$ cat config.mk
export PLATFORM = sky130hd
export DESIGN_NAME = turn_signal_sequencer
export DESIGN_NICKNAME = d
export VERILOG_FILES = /design/src/rtl/turn_signal_sequencer.sv
export SDC_FILE = /design/constraint.sdc
export NUM_CORES = 1
export LEC_CHECK = 0
export ABC_AREA = 1
export BUFFER_PORTS_ARGS = -buffer_cell sky130_fd_sc_hd__buf_2
export CAP_MARGIN = 10
export CELL_PAD_IN_SITES_DETAIL_PLACEMENT = 0
export CELL_PAD_IN_SITES_GLOBAL_PLACEMENT = 2
export CORE_MARGIN = 4
export CORE_UTILIZATION = 28
export DETAILED_ROUTE_END_ITERATION = 16
export PLACE_DENSITY_LB_ADDON = 0.05
export REMOVE_ABC_BUFFERS = 1
export SLEW_MARGIN = 15
export SYNTH_ARGS = -nofsm -noshare
export SYNTH_HDL_FRONTEND = slang
export SYNTH_SLANG_ARGS = --single-unit
$ cat constraint.sdc
create_clock -name clk -period 1.9 [get_ports clk]
set_clock_uncertainty 0.15 [all_clocks]
set_input_delay 0.19 -clock clk [delete_from_list [all_inputs] [get_ports clk]]
set_output_delay 0.19 -clock clk [all_outputs]
set_load 0.05 [all_outputs]
$ cat src/rtl/turn_signal_sequencer.sv
// Tail-lamp sequencer: arbitrates left/right/hazard requests and steps six lamps
// at a divided blink rate. Lamp and busy outputs are registered from the next state.
module turn_signal_sequencer #(
    parameter int TICK_DIV = 4
) (
    input  logic clk,
    input  logic reset,
    input  logic left,
    input  logic right,
    input  logic hazard,
    output logic la,
    output logic lb,
    output logic lc,
    output logic ra,
    output logic rb,
    output logic rc,
    output logic busy,
    output logic tick
);

    localparam int CW = (TICK_DIV > 1) ? $clog2(TICK_DIV) : 1;
    localparam logic [CW-1:0] CNT_MAX = CW'(TICK_DIV - 1);

    typedef enum logic [2:0] {
        S_IDLE = 3'd0,
        S_L1   = 3'd1,
        S_L2   = 3'd2,
        S_L3   = 3'd3,
        S_R1   = 3'd4,
        S_R2   = 3'd5,
        S_R3   = 3'd6,
        S_LR3  = 3'd7
    } state_t;

    // Lamp pattern {la,lb,lc,ra,rb,rc} for a state; lamps fill from the inner one outward.
    function automatic logic [5:0] lamp_decode(input state_t s);
        logic [5:0] v;
        case (s)
            S_IDLE:  v = 6'b000_000;
            S_L1:    v = 6'b100_000;
            S_L2:    v = 6'b110_000;
            S_L3:    v = 6'b111_000;
            S_R1:    v = 6'b000_100;
            S_R2:    v = 6'b000_110;
            S_R3:    v = 6'b000_111;
            S_LR3:   v = 6'b111_111;
            default: v = 6'b000_000;
        endcase
        return v;
    endfunction

    logic [CW-1:0] r_cnt;
    logic          w_tick;
    state_t        r_state;
    state_t        w_state_nxt;
    logic [5:0]    r_lamps;
    logic          r_busy;

    assign w_tick = (r_cnt == CNT_MAX);

    // Free-running step divider.
    always_ff @(posedge clk or posedge reset) begin
        if (reset) begin
            r_cnt <= '0;
        end else if (w_tick) begin
            r_cnt <= '0;
        end else begin
            r_cnt <= r_cnt + CW'(1);
        end
    end

    // State register; only advances on a step edge.
    always_ff @(posedge clk or posedge reset) begin
        if (reset) begin
            r_state <= S_IDLE;
        end else if (w_tick) begin
            r_state <= w_state_nxt;
        end else begin
            r_state <= r_state;
        end
    end

    // Next-state logic; hazard preempts any running sequence.
    always_comb begin
        w_state_nxt = r_state;
        case (r_state)
            S_IDLE: begin
                if (hazard || (left && right)) begin
                    w_state_nxt = S_LR3;
                end else if (left) begin
                    w_state_nxt = S_L1;
                end else if (right) begin
                    w_state_nxt = S_R1;
                end else begin
                    w_state_nxt = S_IDLE;
                end
            end
            S_L1:    w_state_nxt = hazard ? S_LR3 : S_L2;
            S_L2:    w_state_nxt = hazard ? S_LR3 : S_L3;
            S_L3:    w_state_nxt = hazard ? S_LR3 : S_IDLE;
            S_R1:    w_state_nxt = hazard ? S_LR3 : S_R2;
            S_R2:    w_state_nxt = hazard ? S_LR3 : S_R3;
            S_R3:    w_state_nxt = hazard ? S_LR3 : S_IDLE;
            S_LR3:   w_state_nxt = S_IDLE;
            default: w_state_nxt = S_IDLE;
        endcase
    end

    // Output registers load the decode of the state being entered, so they track r_state.
    always_ff @(posedge clk or posedge reset) begin
        if (reset) begin
            r_lamps <= 6'b000_000;
            r_busy  <= 1'b0;
        end else if (w_tick) begin
            r_lamps <= lamp_decode(w_state_nxt);
            r_busy  <= (w_state_nxt != S_IDLE);
        end else begin
            r_lamps <= r_lamps;
            r_busy  <= r_busy;
        end
    end

    assign {la, lb, lc, ra, rb, rc} = r_lamps;
    assign busy = r_busy;
    assign tick = w_tick;

endmodule
==> metrics.txt <==
status completed; yosys warns 0; post-synth top area share a little under half; routed via count approximately 550; Post-synth top cells nand2_1, dfrtp_1, inv_1; register-to-register setup slack 0.33 ns; CTS tree built; Post-synth EDFFs 0; design area about 730 um2; Multi-input gate area between 200 and 300 um2; # rows 16; Final nets around 100; Mapped Cells around 80; GRT met2 Usage 14.3%; type of origin of the critical path flip-flop; via/cell ratio 4.41; drt total wl 1280 um; grt total ovfl 0; worst rel slew slack 72.4%; Routed Antenna Nets 0; Tmin final 1.72 ns; Final Max Tran Viols 0; Layout Utilization 36.4%; met1 usage between 10% and 20%; Register-to-Register Path Depth 6; Crit. End Element output port; CP Max Fanout 13; Post-CTS Setup Bufs 0; CTS H-tree depth 1; Routability Congestion 0.751; initial core utilization 30.1%; placed standard-cell area slightly below 700 um2; largest area contributor in the netlist dfrtp_1; ys flop type dfrtp_1; Hold Path Stages 5; #FFs+latches synth 11; setup violators final 0; area delta synth->final 20.7%; clock tree buffer depth 2; Reg2Reg Capture Point r_lamps[4]; Register Area 275 um2; post-route worst setup slack roughly 0.18 ns; Slew @ Worst Pin ~0.41 ns; Max VDD drop roughly 0.58 mV; Leak between 0.4 and 0.5 nW; ANT cells 0; global-route wire length before repair about 2100 um; top cells by area, synth dfrtp_1, nand2_1, inv_1, nand3_2, nand3_1; share of post-route cells with drive strength above 1 a little over a quarter; vias in the first global route 469; Clk Tree Root Cell clkbuf_4; Final period util between 90 and 100%; total CTS buffers 3; post-route setup TNS 0 ns; Core Region ~0.0020 mm2; Port Buf Inserts 12; Tot GR Track Use between 10% and 20%; RSZ-0062 raised after global routing false; Top Ports 13; Clk Latency, worst-skew pair about 0.27 ns; gr busiest metal met2; antenna violations before repair 0; number of max-cap violations 0; initial DRC count 17; hpwl dp approximately 1000 um; clock sinks 11; Arrival @ worst endpoint roughly 1.4 ns; largest net degree at the start of global routing 14; pre-CTS setup slack roughly 0.35 ns; per-cell routed wire length 10.3 um; Worst R2R Start r_lamps[2]; Die Area 0.00296 mm2; routing usage on met3 about 4.9%; Critical Setup Path Class flip-flop to output port; Seq/Total Area, Yosys between 40% and 50%; number of detailed-route iterations in the first pass 4; post-synth cell types 16; cell with the most instances after synthesis nand2_1; syn avg cell area 7.45 um2; FFs w/ async S/R, synth between 90% and 100%; P per Cell Area 1770 mW/mm2; Final Hold Fails 0; Max Clk Rate 583 MHz; Mapped Area approximately 600 um2; HP Class primary input to flip-flop; WP data required between 1.5 and 2 ns; Chip Width 54.4 um; Die Y 54.4 um; Clk pin slew, worst setup/hold paths around 0.070 ns; Filler Cell Count 230; Hold Crit Start hazard; DRC errors left 0; WHS Endpoint r_lamps[0]
## cell type report
cell class              count  area share, %
repair buffers             13           9.62
well taps                  27           4.64
inverters                  12           6.19
clock buffers               4           3.61
multi-input cells          57           38.1
flip-flops and latches     11           37.8
## sequential cells by signal, summed over array words and instances (netlist names)
signal,flops
r_lamps,6
r_state,2
busy,1
r_cnt,2
## report_power, final
group	switching [mW]	internal (mW)
Clock	0.0762	0.0813
Combinational	0.534	0.195
Sequential	0.0826	0.320
Total	0.693	0.596
## worst max-delay path, stage by stage, from the launching register on
cell and delay [ns]:
dfrtp_1 0.35, ha_1 0.41, buf_2 0.34
## metrics by stage
step,cells,hold WS (ns),total power [mW]
detailed placement,119,0.0542,1.14
CTS,124,0.259,1.31
global placement,119,0.0443,1.15
global route,124,0.286,1.40
floorplan,80,-0.108,0.979
finish,124,0.268,1.29
## worst max-delay path by stage
| stage | start | end | slack [ns] | depth (start not counted) |
|---|---|---|---|---|
| floorplan | r_cnt[0] | r_lamps[5] | 0.21 | 6 |
| global placement | r_lamps[2] | r_lamps[5] | 0.30 | 6 |
| global route | r_cnt[0] | tick | 0.07 | 2 |
| CTS | r_cnt[0] | tick | 0.16 | 2 |
| finish | r_cnt[0] | tick | 0.18 | 2 |
| detailed placement | r_lamps[2] | r_lamps[4] | 0.35 | 6 |
## metal layers
metal	vias to the layer above	share of wire [%]
li1	283	-
met1	248	48
met2	12	43
met3	4	7.1
met4	0	1.5
met5	-	0
## timing repair
| action | 4_1_cts | 5_1_grt |
|---|---|---|
| hold buffers | 1 | 0 |
| endpoints found under the setup margin | 0 | 0 |
| resized for setup | 0 | 0 |
| endpoints found under the hold margin | 11 | 0 |
## cell families (layout without fill, tap and decap cells)
kind of cell | Yosys count | count (layout) | synth area share [%]
AOI/OAI and AO/OA | 7 | 7 | 5.81
adders and majority gates | 1 | 1 | 2.07
buffers and inverters | 13 | 29 | 8.30
DFF | 11 | 11 | 45.6
and+or+nand+nor | 49 | 49 | 38.2
## layout by cell type, fill, tap and decap left out
| cell | synthesis | final |
|---|---|---|
| nor2_1 | 5 | 5 |
| nor3_1 | 1 | 1 |
| dlygate4sd3_1 | 0 | 1 |
| nand2_2 | 3 | 3 |
| ha_1 | 1 | 1 |
| inv_1 | 10 | 10 |
| nor2_2 | 2 | 2 |
| nand2_1 | 30 | 30 |
| a21oi_1 | 1 | 1 |
| o21ai_1 | 2 | 2 |
| o21ai_0 | 4 | 4 |
| dfrtp_1 | 11 | 11 |
| clkbuf_1 | 0 | 1 |
| buf_2 | 1 | 12 |
| nand3_2 | 3 | 3 |
| nand4_2 | 1 | 1 |
| inv_2 | 2 | 2 |
| nand3_1 | 4 | 4 |
| clkbuf_4 | 0 | 3 |
Note: power is estimated with default switching activity, not from simulation.
